[src/rtl/fib_pkg.sv]
// Shared encodings and default widths for the hardwired Fibonacci responder.
package fib_pkg;

    localparam int FIB_N_W      = 8;
    localparam int FIB_R_W      = 64;
    localparam int FIB_MAX_N_64 = 93;

    typedef enum logic [1:0] {
        FIB_IDLE = 2'd0,
        FIB_CALC = 2'd1,
        FIB_DONE = 2'd2
    } fib_state_e;

endpackage

[src/rtl/fib_iter.sv]
// Fibonacci recurrence datapath: a/b pair, down-counter and wrap tracking.
import fib_pkg::*;

module fib_iter #(
    parameter int N_W = FIB_N_W,
    parameter int R_W = FIB_R_W
) (
    input  logic           clk,
    input  logic           aresetn,
    input  logic           load,
    input  logic           step,
    input  logic [N_W-1:0] n,
    output logic [R_W-1:0] a,
    output logic           a_ovf,
    output logic           last
);

    logic [R_W-1:0] b;
    logic           b_ovf;
    logic [N_W-1:0] cnt;
    logic [R_W:0]   sum;

    assign sum  = {1'b0, a} + {1'b0, b};
    assign last = (cnt == '0);

    // Overflow flags follow the pair so a sticky wrap survives the shift a<-b.
    always_ff @(posedge clk or negedge aresetn) begin
        if (!aresetn) begin
            a     <= '0;
            b     <= '0;
            cnt   <= '0;
            a_ovf <= 1'b0;
            b_ovf <= 1'b0;
        end else if (load) begin
            a     <= '0;
            b     <= R_W'(1);
            cnt   <= n;
            a_ovf <= 1'b0;
            b_ovf <= 1'b0;
        end else if (step) begin
            a     <= b;
            b     <= sum[R_W-1:0];
            cnt   <= cnt - N_W'(1);
            a_ovf <= b_ovf;
            b_ovf <= a_ovf | b_ovf | sum[R_W];
        end
    end

endmodule

[src/rtl/fib_responder.sv]
// Fixed-function responder for the n/valid/done/result Fibonacci protocol.
//   state    | meaning
//   FIB_IDLE | waiting for valid; captures n on the edge valid is seen
//   FIB_CALC | one recurrence step per cycle until the counter reaches 0
//   FIB_DONE | result held with done high until valid is seen low
import fib_pkg::*;

module fib_responder #(
    parameter int N_W = FIB_N_W,
    parameter int R_W = FIB_R_W
) (
    input  logic           clk,
    input  logic           aresetn,
    input  logic [N_W-1:0] n,
    input  logic           valid,
    output logic           done,
    output logic [R_W-1:0] result,
    output logic           overflow,
    output logic           busy
);

    fib_state_e     state, state_next;
    logic           load, step, capture;
    logic [R_W-1:0] a;
    logic           a_ovf, last;

    fib_iter #(.N_W(N_W), .R_W(R_W)) u_iter (
        .clk     (clk),
        .aresetn (aresetn),
        .load    (load),
        .step    (step),
        .n       (n),
        .a       (a),
        .a_ovf   (a_ovf),
        .last    (last)
    );

    always_comb begin
        state_next = state;
        load       = 1'b0;
        step       = 1'b0;
        capture    = 1'b0;
        case (state)
            FIB_IDLE: begin
                if (valid) begin
                    load       = 1'b1;
                    state_next = FIB_CALC;
                end
            end
            FIB_CALC: begin
                if (last) begin
                    capture    = 1'b1;
                    state_next = FIB_DONE;
                end else begin
                    step = 1'b1;
                end
            end
            FIB_DONE: begin
                if (!valid) state_next = FIB_IDLE;
            end
            default: state_next = FIB_IDLE;
        endcase
    end

    // done/busy are flopped from the next state so they line up with the transitions.
    always_ff @(posedge clk or negedge aresetn) begin
        if (!aresetn) begin
            state    <= FIB_IDLE;
            done     <= 1'b0;
            busy     <= 1'b0;
            result   <= '0;
            overflow <= 1'b0;
        end else begin
            state <= state_next;
            done  <= (state_next == FIB_DONE);
            busy  <= (state_next != FIB_IDLE);
            if (capture) begin
                result   <= a;
                overflow <= a_ovf;
            end
        end
    end

endmodule

[config.mk]
export PLATFORM = sky130hd
export DESIGN_NAME = fib_responder
export DESIGN_NICKNAME = d
export VERILOG_FILES = /design/src/rtl/fib_pkg.sv /design/src/rtl/fib_iter.sv /design/src/rtl/fib_responder.sv
export SDC_FILE = /design/constraint.sdc
export NUM_CORES = 1
export LEC_CHECK = 0
export CAP_MARGIN = 20
export CORE_MARGIN = 8
export CORE_UTILIZATION = 55
export DETAILED_ROUTE_END_ITERATION = 6
export PLACE_DENSITY = 0.78
export SLEW_MARGIN = 10
export SYNTH_ARGS = -nofsm -noshare
export SYNTH_HDL_FRONTEND = slang
export SYNTH_SLANG_ARGS = --single-unit
[constraint.sdc]
create_clock -name clk -period 8.4 [get_ports clk]
set_input_delay 1.26 -clock clk [delete_from_list [all_inputs] [get_ports clk]]
set_output_delay 1.26 -clock clk [all_outputs]
set_load 0.005 [all_outputs]
==> results of run 1 <==
## cells in the final DEF, fill, tap and decap left out, types with 5 or more instances in the layout
cell type,Yosys,final
sky130_fd_sc_hd__a31oi_1,10,10
sky130_fd_sc_hd__mux2_2,65,65
sky130_fd_sc_hd__o21bai_1,15,15
sky130_fd_sc_hd__nand2b_1,6,5
sky130_fd_sc_hd__nand2_1,214,214
sky130_fd_sc_hd__nor3_1,12,12
sky130_fd_sc_hd__inv_1,19,19
sky130_fd_sc_hd__clkdlybuf4s50_1,0,76
sky130_fd_sc_hd__o21a_1,8,8
sky130_fd_sc_hd__nor2b_1,9,8
sky130_fd_sc_hd__o31ai_1,5,5
sky130_fd_sc_hd__or4_1,5,5
sky130_fd_sc_hd__ha_1,66,66
sky130_fd_sc_hd__a21oi_1,86,86
sky130_fd_sc_hd__o211ai_1,5,5
sky130_fd_sc_hd__or2_2,5,5
sky130_fd_sc_hd__buf_4,3,6
sky130_fd_sc_hd__clkbuf_1,52,9
sky130_fd_sc_hd__a21o_1,46,46
sky130_fd_sc_hd__a211oi_1,12,12
sky130_fd_sc_hd__o21ai_1,8,8
sky130_fd_sc_hd__nand3_1,116,115
sky130_fd_sc_hd__dfrtp_1,207,207
sky130_fd_sc_hd__nand4_1,31,31
sky130_fd_sc_hd__nor2_1,48,46
sky130_fd_sc_hd__xnor2_1,38,38
sky130_fd_sc_hd__or3_1,8,8
sky130_fd_sc_hd__o21ai_0,93,93
sky130_fd_sc_hd__xor2_1,23,23
sky130_fd_sc_hd__clkbuf_16,0,23
## cells in the mapped netlist (6+ instances only)
| cell | count | share of area |
|---|---|---|
| sky130_fd_sc_hd__or3_1 | 8 | 0.0042 |
| sky130_fd_sc_hd__o21ai_0 | 93 | 0.039 |
| sky130_fd_sc_hd__mux2_2 | 65 | 0.061 |
| sky130_fd_sc_hd__o21a_1 | 8 | 0.0050 |
| sky130_fd_sc_hd__buf_2 | 25 | 0.010 |
| sky130_fd_sc_hd__o21bai_1 | 15 | 0.0093 |
| sky130_fd_sc_hd__a21oi_1 | 86 | 0.036 |
| sky130_fd_sc_hd__xor2_1 | 23 | 0.017 |
| sky130_fd_sc_hd__inv_1 | 19 | 0.0059 |
| sky130_fd_sc_hd__dfrtp_1 | 207 | 0.43 |
| sky130_fd_sc_hd__xnor2_1 | 38 | 0.028 |
| sky130_fd_sc_hd__a211oi_1 | 12 | 0.0075 |
| sky130_fd_sc_hd__nor3_1 | 12 | 0.0050 |
| sky130_fd_sc_hd__a21o_1 | 46 | 0.029 |
| sky130_fd_sc_hd__clkbuf_1 | 52 | 0.016 |
| sky130_fd_sc_hd__nor2_1 | 48 | 0.015 |
| sky130_fd_sc_hd__nand2_1 | 214 | 0.067 |
| sky130_fd_sc_hd__nand4_1 | 31 | 0.016 |
| sky130_fd_sc_hd__nand2b_1 | 6 | 0.0031 |
| sky130_fd_sc_hd__ha_1 | 66 | 0.069 |
| sky130_fd_sc_hd__nand3_1 | 116 | 0.048 |
| sky130_fd_sc_hd__o21ai_1 | 8 | 0.0033 |
| sky130_fd_sc_hd__a31oi_1 | 10 | 0.0052 |
| sky130_fd_sc_hd__nor2b_1 | 9 | 0.0047 |
## worst max-delay path, delay by kind of cell (launching register included)
kind	cells	cell delay, ns
buffers and inverters	1	0.56
DFF	1	0.39
muxes	1	0.40
and+or+nand+nor	4	1.86
## worst min-delay path by stage
stage / end / slack, ns
after floorplan: u_iter.a[10] / 0.46
final: u_iter.a[4] / 0.50
after global routing: result[10] / 0.52
after CTS: u_iter.a[4] / 0.50
after detailed placement: u_iter.a[4] / 0.48
after global placement: u_iter.a[0] / 0.47
## sequential cells by signal, summed over array words and instances, names as in the netlist
name / count
done: 1
result: 64
u_iter.a_ovf: 1
u_iter.b: 64
u_iter.cnt: 8
u_iter.a: 64
state: 2
overflow: 1
u_iter.b_ovf: 1
busy: 1
## cell families (layout without fill, tap and decap cells)
group           count (synthesis)  in the layout  share of synthesized area
xor+xnor                       61             61                     0.0443
buf+inv                       102            144                     0.0353
fa+ha+maj                      67             67                     0.0702
mux                            65             65                     0.0607
compound gates                330            330                      0.176
simple gates                  470            470                      0.184
flops                         207            207                      0.430
## layer usage
metal / vias up / track usage / part of all wire
met1: 4642 / 0.299 / 0.49
li1: 4708 / - / -
met4: 0 / 0.0512 / 0.015
met3: 36 / 0.0318 / 0.060
met5: - / 0 / 0
met2: 284 / 0.305 / 0.44
## cell type report
| type | count | area [um2] | area share |
|---|---|---|---|
| Multi-Input combinational cell | 993 | 6490 | 0.473 |
| Clock inverter | 6 | 111 | 0.00812 |
| Tap cell | 280 | 350 | 0.0256 |
| Clock buffer | 34 | 637 | 0.0465 |
| Inverter | 19 | 71.3 | 0.00520 |
| Timing Repair Buffer | 85 | 875 | 0.0638 |
| Sequential cell | 207 | 5180 | 0.378 |
## per-stage QoR
step	utilization	cells	instance area (um2)	hold slack [ns]	worst slack, ns
after global placement	0.595	1582	12900	0.474	5.01
after CTS	0.630	1622	13700	0.496	4.93
after global routing	0.632	1624	13700	0.523	4.83
after floorplan	-	1302	12100	0.465	5.62
after detailed placement	0.595	1582	12900	0.481	4.94
final	0.632	1624	13700	0.497	5.07
==> run_summary.xml, run 1 <==
<?xml version="1.0" encoding="UTF-8"?>
<metrics>
  <group name="worst_setup_path">
    <metric name="r2r_start" unit="">u_iter.cnt[5]</metric>
    <metric name="worst_path_max_delay_cell" unit="">sky130_fd_sc_hd__nor2_4</metric>
    <metric name="crit_path_start" unit="">u_iter.cnt[5]</metric>
    <metric name="reg2reg_setup_slack" unit="ns">5.07</metric>
    <metric name="critical_path.max_fanout" unit="">36</metric>
    <metric name="crit_path_end" unit="">result[5]</metric>
    <metric name="cp.arrival" unit="ns">3.72</metric>
    <metric name="timing.critical_path.cells" unit="">or4_1 -&gt; nor2_1 -&gt; nand3b_1 -&gt; nor2_4 -&gt; buf_4 -&gt; mux2_2</metric>
    <metric name="worst_r2r_endpoint" unit="">result[5]</metric>
    <metric name="peak_per_stage_delay_on_the_critical_path" unit="ns">0.88</metric>
    <metric name="r2r_cells" unit="">6</metric>
    <metric name="worstSetupStartpointType" unit="">register</metric>
    <metric name="required" unit="ns">8.79</metric>
    <metric name="critPathKind" unit="">register to register</metric>
    <metric name="critical_path.endpoint_type" unit="">register</metric>
  </group>
  <group name="synthesis">
    <metric name="synth.lib_cells_used.distinct" unit="">72</metric>
    <metric name="syn_nets" unit="">1380</metric>
    <metric name="synth.ff_latch_count" unit="">207</metric>
    <metric name="synthesis.area" unit="mm2">0.0121</metric>
    <metric name="ys_seq_area_frac" unit="">0.430</metric>
    <metric name="yosysWarningCount" unit="">0</metric>
    <metric name="synth-async-reset-ratio" unit="">1.00</metric>
    <metric name="postSynth.topFlopCell" unit="">sky130_fd_sc_hd__dfrtp_1</metric>
    <metric name="synthesis.instances" unit="">1302</metric>
    <metric name="synth-edff-count" unit="">0</metric>
    <metric name="syn-mean-instance-area" unit="um2">9.26</metric>
  </group>
  <group name="floorplanning">
    <metric name="core_area" unit="mm2">0.0217</metric>
    <metric name="ios" unit="">78</metric>
    <metric name="die_h" unit="um">164</metric>
    <metric name="floorplan.die_area" unit="mm2">0.0269</metric>
    <metric name="die_width" unit="um">164</metric>
    <metric name="initial_utilization" unit="">0.556</metric>
    <metric name="placement_rows" unit="">54</metric>
  </group>
  <group name="timing">
    <metric name="final.setup.tns" unit="ns">0</metric>
    <metric name="final.min_clock_period" unit="ns">3.33</metric>
    <metric name="slew_headroom" unit="">0.310</metric>
    <metric name="hold_violations" unit="">0</metric>
    <metric name="max_slew.worst_pin.slew" unit="ns">1.03</metric>
    <metric name="fmax" unit="MHz">300</metric>
    <metric name="report.final.slew_viol_count" unit="">0</metric>
    <metric name="post-route-period-util" unit="">0.396</metric>
    <metric name="rsz0062_at_grt" unit="">false</metric>
    <metric name="setup_viol" unit="">0</metric>
    <metric name="skew_final" unit="ns">0.00972</metric>
  </group>
  <group name="worst_hold_path">
    <metric name="min_delay_path_depth" unit="">2</metric>
    <metric name="min_from" unit="">u_iter.b[4]</metric>
    <metric name="hold_path.class" unit="">register to register</metric>
  </group>
  <group name="clock_network">
    <metric name="post_cts_repair_resize_count" unit="">0</metric>
    <metric name="tritoncts" unit="">done</metric>
    <metric name="tritoncts.num_buffers" unit="">23</metric>
    <metric name="clk_pin_slew_worst_paths" unit="ns">0.06</metric>
    <metric name="cts-root-buf" unit="">sky130_fd_sc_hd__clkbuf_16</metric>
    <metric name="clock_tree.htree_level_count" unit="">1</metric>
    <metric name="postCtsSetupBuffers" unit="">0</metric>
    <metric name="cts_hold_buf" unit="">0</metric>
    <metric name="insertion_delay" unit="ns">0.51</metric>
    <metric name="max-clock-path-buffers" unit="">3</metric>
    <metric name="clkSinkCount" unit="">207</metric>
  </group>
  <group name="detailed_routing">
    <metric name="route.detailed.vias_per_inst" unit="">5.95</metric>
    <metric name="detailedRoute.firstIterationViolations" unit="">749</metric>
    <metric name="vias" unit="">9670</metric>
    <metric name="route.antenna.remaining_nets" unit="">0</metric>
    <metric name="detail_route.wl_per_cell" unit="um">17.0</metric>
    <metric name="drt_pass1_iterations" unit="">5</metric>
    <metric name="routed_wl" unit="mm">27.6</metric>
    <metric name="detail_route.drc_violations" unit="">0</metric>
  </group>
  <group name="global_routing">
    <metric name="number_of_global_route_vias_before_repair" unit="">9188</metric>
    <metric name="maximum_number_of_pins_on_one_net_before_global_route_repair" unit="">120</metric>
    <metric name="grt_overflow" unit="">0</metric>
    <metric name="grt_antenna_before_repair" unit="">0</metric>
    <metric name="globalRouteTotalUtil" unit="">0.202</metric>
    <metric name="global_route_wire_length_before_repair" unit="mm">45.9</metric>
  </group>
  <group name="placement">
    <metric name="dpl.hpwl" unit="mm">18.9</metric>
    <metric name="port-buffer-count" unit="">77</metric>
    <metric name="place_congestion" unit="">0.904</metric>
  </group>
  <group name="cells_and_area">
    <metric name="antenna_cells" unit="">0</metric>
    <metric name="layout-drive-gt1-share" unit="">0.104</metric>
    <metric name="nFillCells" unit="">1732</metric>
    <metric name="fin_nets" unit="">1407</metric>
    <metric name="layout-area-overhead-vs-synth" unit="%">13.7</metric>
  </group>
  <group name="run">
    <metric name="max_cap_violations" unit="">0</metric>
  </group>
  <group name="outcome">
    <metric name="status" unit="">finished clean</metric>
  </group>
</metrics>
Power of run 1 is left out: the tool's default activity adds up to more than one toggle a clock period on the data nets, which glitch-free logic cannot reach.
==> inputs of run 2 (changes only) <==
==> constraint.sdc (replaced) <==
create_clock -name clk -period 3.1 [get_ports clk]
set_input_delay 0.465 -clock clk [delete_from_list [all_inputs] [get_ports clk]]
set_output_delay 0.465 -clock clk [all_outputs]
set_load 0.005 [all_outputs]
==> run 2 against run 1 <==
The run now ends with design-rule violations, negative hold slack left; die area unchanged; worst hold slack worse by 0.51 ns; worst setup slack got worse by 5.0 ns; routed wire length is 3.2% higher; non-clock buffer count rose by 25; sequential share of layout area down 0.65 points.
==> run_summary.xml, run 2 (same netlist as run 1, synthesis figures left out) <==
<?xml version="1.0" encoding="UTF-8"?>
<metrics>
  <group name="outcome">
    <metric name="status" unit="">finished, violations left</metric>
    <metric name="violated_checks" unit="">design-rule violations, negative hold slack</metric>
  </group>
  <group name="run">
    <metric name="max_cap_violations" unit="">0</metric>
  </group>
  <group name="placement">
    <metric name="place_congestion" unit="">0.941</metric>
    <metric name="port-buffer-count" unit="">77</metric>
    <metric name="dpl.hpwl" unit="mm">20.4</metric>
    <metric name="dpl_cell_area" unit="mm2">0.0131</metric>
  </group>
  <group name="global_routing">
    <metric name="groute.layer.met2.usage" unit="">0.337</metric>
    <metric name="gr-max-usage-layer" unit="">met2</metric>
    <metric name="grt_util_met1" unit="">0.302</metric>
    <metric name="maximum_number_of_pins_on_one_net_before_global_route_repair" unit="">82</metric>
    <metric name="number_of_global_route_vias_before_repair" unit="">9575</metric>
    <metric name="globalRouteTotalUtil" unit="">0.212</metric>
    <metric name="global_route_wire_length_before_repair" unit="mm">48.0</metric>
    <metric name="grt_antenna_before_repair" unit="">0</metric>
    <metric name="grtUsageMet3" unit="">0.0313</metric>
    <metric name="grt_overflow" unit="">0</metric>
  </group>
  <group name="timing">
    <metric name="fmax" unit="MHz">328</metric>
    <metric name="setup_viol" unit="">0</metric>
    <metric name="worst_hold_slack" unit="ns">-0.0169</metric>
    <metric name="slew_headroom" unit="">0.384</metric>
    <metric name="post-route-period-util" unit="">0.984</metric>
    <metric name="skew_final" unit="ns">0.0149</metric>
    <metric name="report.final.slew_viol_count" unit="">0</metric>
    <metric name="final.min_clock_period" unit="ns">3.05</metric>
    <metric name="hold_violations" unit="">18</metric>
    <metric name="max_slew.worst_pin.slew" unit="ns">0.922</metric>
  </group>
  <group name="clock_network">
    <metric name="clkSinkCount" unit="">207</metric>
    <metric name="tritoncts" unit="">done</metric>
    <metric name="cts_hold_buf" unit="">0</metric>
    <metric name="tritoncts.num_buffers" unit="">23</metric>
    <metric name="max-clock-path-buffers" unit="">3</metric>
    <metric name="insertion_delay" unit="ns">0.52</metric>
    <metric name="clk_pin_slew_worst_paths" unit="ns">0.06</metric>
    <metric name="clock_tree.htree_level_count" unit="">1</metric>
    <metric name="cts-root-buf" unit="">sky130_fd_sc_hd__clkbuf_16</metric>
  </group>
  <group name="worst_hold_path">
    <metric name="hold_path.class" unit="">input port to async pin</metric>
  </group>
  <group name="worst_setup_path">
    <metric name="worst_r2r_endpoint" unit="">u_iter.b[62]</metric>
    <metric name="peak_per_stage_delay_on_the_critical_path" unit="ns">0.46</metric>
    <metric name="r2r_start" unit="">u_iter.a[21]</metric>
    <metric name="cp.arrival" unit="ns">3.51</metric>
    <metric name="critical_path.endpoint_type" unit="">register</metric>
    <metric name="worstSetupStartpointType" unit="">register</metric>
    <metric name="reg2reg_setup_slack" unit="ns">0.05</metric>
    <metric name="required" unit="ns">3.56</metric>
    <metric name="critical_path.max_fanout" unit="">8</metric>
    <metric name="critPathKind" unit="">register to register</metric>
    <metric name="r2r_cells" unit="">11</metric>
    <metric name="timing.critical_path.cells" unit="">ha_1 -&gt; nand4_1 -&gt; nor2_1 -&gt; nand2_1 -&gt; a311oi_2 -&gt; a211oi_2 -&gt; buf_4 -&gt; a31oi_4 -&gt; a41oi_4 -&gt; or4_1 -&gt; nand3_1</metric>
    <metric name="worst_path_max_delay_cell" unit="">sky130_fd_sc_hd__ha_1</metric>
  </group>
  <group name="detailed_routing">
    <metric name="detailedRoute.firstIterationViolations" unit="">838</metric>
    <metric name="routed_wl" unit="mm">28.5</metric>
    <metric name="detail_route.wl_per_cell" unit="um">17.3</metric>
    <metric name="vias" unit="">9887</metric>
    <metric name="route.antenna.remaining_nets" unit="">0</metric>
    <metric name="detail_route.drc_violations" unit="">1</metric>
    <metric name="route.detailed.vias_per_inst" unit="">6.00</metric>
    <metric name="drt_pass1_iterations" unit="">7</metric>
  </group>
  <group name="cells_and_area">
    <metric name="layout-area-overhead-vs-synth" unit="%">15.7</metric>
    <metric name="layout.cells.most_common" unit="">sky130_fd_sc_hd__nand2_1</metric>
    <metric name="layout-drive-gt1-share" unit="">0.132</metric>
    <metric name="highest_count_cells_in_the_layout_ignoring_fill_and_taps" unit="">sky130_fd_sc_hd__nand2_1 (214), sky130_fd_sc_hd__dfrtp_1 (207), sky130_fd_sc_hd__nand3_1 (115)</metric>
    <metric name="antenna_cells" unit="">0</metric>
    <metric name="fin_nets" unit="">1432</metric>
    <metric name="largestRegisters" unit="">result (64), u_iter.a (64), u_iter.b (64)</metric>
    <metric name="finish.instance_area" unit="mm2">0.0139</metric>
    <metric name="nFillCells" unit="">1751</metric>
  </group>
  <group name="floorplanning">
    <metric name="core_area" unit="mm2">0.0217</metric>
    <metric name="die_h" unit="um">164</metric>
    <metric name="initial_utilization" unit="">0.556</metric>
    <metric name="floorplan.die_area" unit="mm2">0.0269</metric>
    <metric name="ios" unit="">78</metric>
    <metric name="placement_rows" unit="">54</metric>
    <metric name="die_width" unit="um">164</metric>
  </group>
</metrics>
## run 2: critical path, delay by kind of cell (launching register included)
kind,cells,cell delay [ns]
AOI/OAI and AO/OA,4,0.82
adders and majority gates,1,0.46
buffers and inverters,1,0.17
DFF,1,0.42
and+or+nand+nor,5,1.13
## run 2: per-stage QoR
| stage | util | worst slack, ns | setup TNS, ns | cells | hold WS [ns] |
|---|---|---|---|---|---|
| global route | 0.643 | -0.0237 | -0.0409 | 1649 | 0.0307 |
| floorplan | - | 0.320 | 0 | 1302 | 0.169 |
| finish | 0.643 | 0.0501 | 0 | 1649 | -0.0169 |
| CTS | 0.639 | 0.00912 | 0 | 1646 | 0.00417 |
| detailed placement | 0.606 | 0.0422 | 0 | 1606 | 0.484 |
| global placement | 0.606 | 0.0868 | 0 | 1606 | 0.473 |
## run 2: per-layer routing
metal | wire [um] | up-vias
met2 | 13000 | 258
met5 | 0 | -
li1 | - | 4783
met3 | 1650 | 33
met4 | 422 | 0
met1 | 13400 | 4813
## run 2: worst max-delay path by stage
| stage | from | end | slack, ns | cells past startpoint |
|---|---|---|---|---|
| 2_1_floorplan | u_iter.a[0] | u_iter.b[46] | 0.32 | 11 |
| 3_3_place_gp | u_iter.a[0] | u_iter.b[46] | 0.09 | 11 |
| 3_5_place_dp | u_iter.a[0] | u_iter.b[46] | 0.04 | 11 |
| 4_1_cts | u_iter.a[0] | u_iter.b[46] | 0.009 | 11 |
| 5_1_grt | u_iter.a[35] | u_iter.b_ovf | -0.02 | 10 |
| 6_report | u_iter.a[21] | u_iter.b[62] | 0.05 | 11 |
## run 2: final cells by class
| cell class | instances | area (um2) | share of cell area |
|---|---|---|---|
| clock buffer | 34 | 657 | 0.0471 |
| clock inverter | 6 | 61.3 | 0.00440 |
| inverter | 19 | 71.3 | 0.00511 |
| multi-input combinational | 993 | 6560 | 0.470 |
| sequential | 207 | 5180 | 0.371 |
| tap | 280 | 350 | 0.0251 |
| timing repair buffer | 110 | 1070 | 0.0769 |
## run 2: what timing repair did
action / in CTS / in global routing
setup endpoints to repair: 0 / 20
setup buffers: 0 / 3
gates resized for setup: 0 / 19
Power of run 2 is left out for the same reason.
==> inputs of run 3 (changes only) <==
--- a/config.mk
+++ b/config.mk
@@ -9,6 +9,7 @@
 export CORE_MARGIN = 8
 export CORE_UTILIZATION = 55
 export DETAILED_ROUTE_END_ITERATION = 6
+export MAX_ROUTING_LAYER = met4
 export PLACE_DENSITY = 0.78
 export SLEW_MARGIN = 10
 export SYNTH_ARGS = -nofsm -noshare
==> run 3 against run 2 <==
The run ends with negative hold slack left; register-to-register slack worse by 0.05 ns; fmax down 1.5%; global-route usage up 0.74 points; count of clock-buffer cells in the layout down 3; sequential cell count unchanged; first-iteration DRC count down 10%; non-clock buffer count is the same; worst hold slack improved by 0.0086 ns; cell count about the same; via count is 0.14% higher; final area up 0.80%; die area unchanged; highest routed layer unchanged.
==> run_summary.xml, run 3 (same netlist as run 1, synthesis figures left out) <==
<?xml version="1.0" encoding="UTF-8"?>
<metrics>
  <group name="clock_network">
    <metric name="clock_tree.htree_level_count" unit="">1</metric>
    <metric name="clkSinkCount" unit="">207</metric>
    <metric name="max-clock-path-buffers" unit="">3</metric>
    <metric name="tritoncts" unit="">done</metric>
    <metric name="cts_hold_buf" unit="">0</metric>
    <metric name="insertion_delay" unit="ns">0.52</metric>
    <metric name="cts-root-buf" unit="">sky130_fd_sc_hd__clkbuf_16</metric>
    <metric name="clk_pin_slew_worst_paths" unit="ns">0.06</metric>
    <metric name="tritoncts.num_buffers" unit="">23</metric>
  </group>
  <group name="floorplanning">
    <metric name="die_h" unit="um">164</metric>
    <metric name="ios" unit="">78</metric>
    <metric name="placement_rows" unit="">54</metric>
    <metric name="core_area" unit="mm2">0.0217</metric>
    <metric name="die_width" unit="um">164</metric>
    <metric name="floorplan.die_area" unit="mm2">0.0269</metric>
    <metric name="initial_utilization" unit="">0.556</metric>
  </group>
  <group name="timing">
    <metric name="max_slew.worst_pin.slew" unit="ns">0.919</metric>
    <metric name="final.setup.tns" unit="ns">0</metric>
    <metric name="worst_hold_slack" unit="ns">-0.00826</metric>
    <metric name="final.min_clock_period" unit="ns">3.10</metric>
    <metric name="setup_viol" unit="">0</metric>
    <metric name="rsz0062_at_grt" unit="">true</metric>
    <metric name="post-route-period-util" unit="">0.999</metric>
    <metric name="setup_slack" unit="ns">0.00216</metric>
    <metric name="skew_final" unit="ns">0.0204</metric>
    <metric name="slew_headroom" unit="">0.386</metric>
    <metric name="report.final.slew_viol_count" unit="">0</metric>
    <metric name="hold_violations" unit="">16</metric>
    <metric name="fmax" unit="MHz">323</metric>
  </group>
  <group name="worst_setup_path">
    <metric name="critical_path.endpoint_type" unit="">register</metric>
    <metric name="critPathKind" unit="">register to register</metric>
    <metric name="reg2reg_setup_slack" unit="ns">0.002</metric>
    <metric name="cp.arrival" unit="ns">3.48</metric>
    <metric name="worst_r2r_endpoint" unit="">u_iter.b[51]</metric>
    <metric name="required" unit="ns">3.49</metric>
    <metric name="worstSetupStartpointType" unit="">register</metric>
    <metric name="critical_path.max_fanout" unit="">4</metric>
    <metric name="r2r_cells" unit="">10</metric>
    <metric name="r2r_start" unit="">u_iter.a[13]</metric>
  </group>
  <group name="outcome">
    <metric name="violated_checks" unit="">negative hold slack</metric>
    <metric name="status" unit="">finished, violations left</metric>
  </group>
  <group name="detailed_routing">
    <metric name="detail_route.drc_violations" unit="">0</metric>
    <metric name="detailedRoute.firstIterationViolations" unit="">751</metric>
    <metric name="detail_route.wl_per_cell" unit="um">17.5</metric>
    <metric name="route.detailed.vias_per_inst" unit="">6.00</metric>
    <metric name="route.antenna.remaining_nets" unit="">0</metric>
    <metric name="routed_wl" unit="mm">29.0</metric>
    <metric name="vias" unit="">9901</metric>
    <metric name="drt_pass1_iterations" unit="">5</metric>
  </group>
  <group name="global_routing">
    <metric name="grt_overflow" unit="">0</metric>
    <metric name="globalRouteTotalUtil" unit="">0.220</metric>
    <metric name="global_route_wire_length_before_repair" unit="mm">48.2</metric>
    <metric name="number_of_global_route_vias_before_repair" unit="">9700</metric>
    <metric name="grt_antenna_before_repair" unit="">0</metric>
    <metric name="maximum_number_of_pins_on_one_net_before_global_route_repair" unit="">82</metric>
  </group>
  <group name="placement">
    <metric name="dpl.hpwl" unit="mm">20.3</metric>
    <metric name="dpl_cell_area" unit="mm2">0.0131</metric>
    <metric name="port-buffer-count" unit="">77</metric>
    <metric name="dp_slack" unit="ns">-0.0131</metric>
    <metric name="place_congestion" unit="">0.944</metric>
  </group>
  <group name="run">
    <metric name="max_cap_violations" unit="">0</metric>
  </group>
  <group name="worst_hold_path">
    <metric name="hold_path.class" unit="">input port to async pin</metric>
  </group>
  <group name="cells_and_area">
    <metric name="highest_count_cells_in_the_layout_ignoring_fill_and_taps" unit="">sky130_fd_sc_hd__nand2_1 (214), sky130_fd_sc_hd__dfrtp_1 (207), sky130_fd_sc_hd__nand3_1 (115)</metric>
    <metric name="finish.instance_area" unit="mm2">0.0141</metric>
    <metric name="largestRegisters" unit="">result (64), u_iter.a (64), u_iter.b (64)</metric>
    <metric name="layout-drive-gt1-share" unit="">0.139</metric>
    <metric name="layout.cells.most_common" unit="">sky130_fd_sc_hd__nand2_1</metric>
    <metric name="fin_nets" unit="">1432</metric>
    <metric name="layout-area-overhead-vs-synth" unit="%">16.6</metric>
    <metric name="antenna_cells" unit="">0</metric>
  </group>
</metrics>
==> run 3: stage by stage <==
step / util / instances
3_5_place_dp: 0.606 / 1604
5_1_grt: 0.648 / 1650
3_3_place_gp: 0.606 / 1604
6_report: 0.648 / 1650
4_1_cts: 0.641 / 1645
2_1_floorplan: - / 1302
==> run 3: timing repair <==
| item | in CTS | in global routing |
|---|---|---|
| setup buffers | 0 | 5 |
| resized for setup | 0 | 30 |
| endpoints found under the setup margin | 5 | 23 |
| pin swaps | 2 | 19 |
==> run 3: metal layers <==
metal | vias to the layer above | GRT usage | wire length, um | share of wire
li1 | 4756 | - | - | -
met1 | 4794 | 0.307 | 13800 | 0.48
met2 | 294 | 0.334 | 13000 | 0.45
met3 | 57 | 0.0258 | 1520 | 0.053
met4 | 0 | 0.0624 | 657 | 0.023
met5 | - | - | 0 | 0
==> run 3: area by class of cell <==
class / count / area, um2
Multi-Input combinational cell: 993 / 6610
Timing Repair Buffer: 110 / 1080
Tap cell: 280 / 350
Clock inverter: 10 / 106
Sequential cell: 207 / 5180
Clock buffer: 31 / 656
Fill cell: 1750 / 7630
Inverter: 19 / 71.3
==> run 3: critical path, stage by stage, from the launching register on <==
cell and delay, ns:
sky130_fd_sc_hd__dfrtp_1 0.42, sky130_fd_sc_hd__ha_1 0.29, sky130_fd_sc_hd__a211oi_4 0.27, sky130_fd_sc_hd__o211ai_1 0.13
sky130_fd_sc_hd__a221oi_2 0.38, sky130_fd_sc_hd__o22ai_2 0.16, sky130_fd_sc_hd__o31a_1 0.36, sky130_fd_sc_hd__o211ai_2 0.27
sky130_fd_sc_hd__a31oi_1 0.13, sky130_fd_sc_hd__or3_1 0.32, sky130_fd_sc_hd__a32o_1 0.24
==> run 3: worst max-delay path by stage <==
stage,startpoint,end,cells past startpoint
after floorplan,u_iter.a[0],u_iter.b[46],11
after global placement,u_iter.a[0],u_iter.b[46],11
after detailed placement,u_iter.a[0],u_iter.b[46],11
after CTS,u_iter.a[0],u_iter.b[54],11
after global routing,u_iter.a[13],u_iter.b[51],10
final,u_iter.a[13],u_iter.b[51],10
Power of run 3 is left out for the same reason.
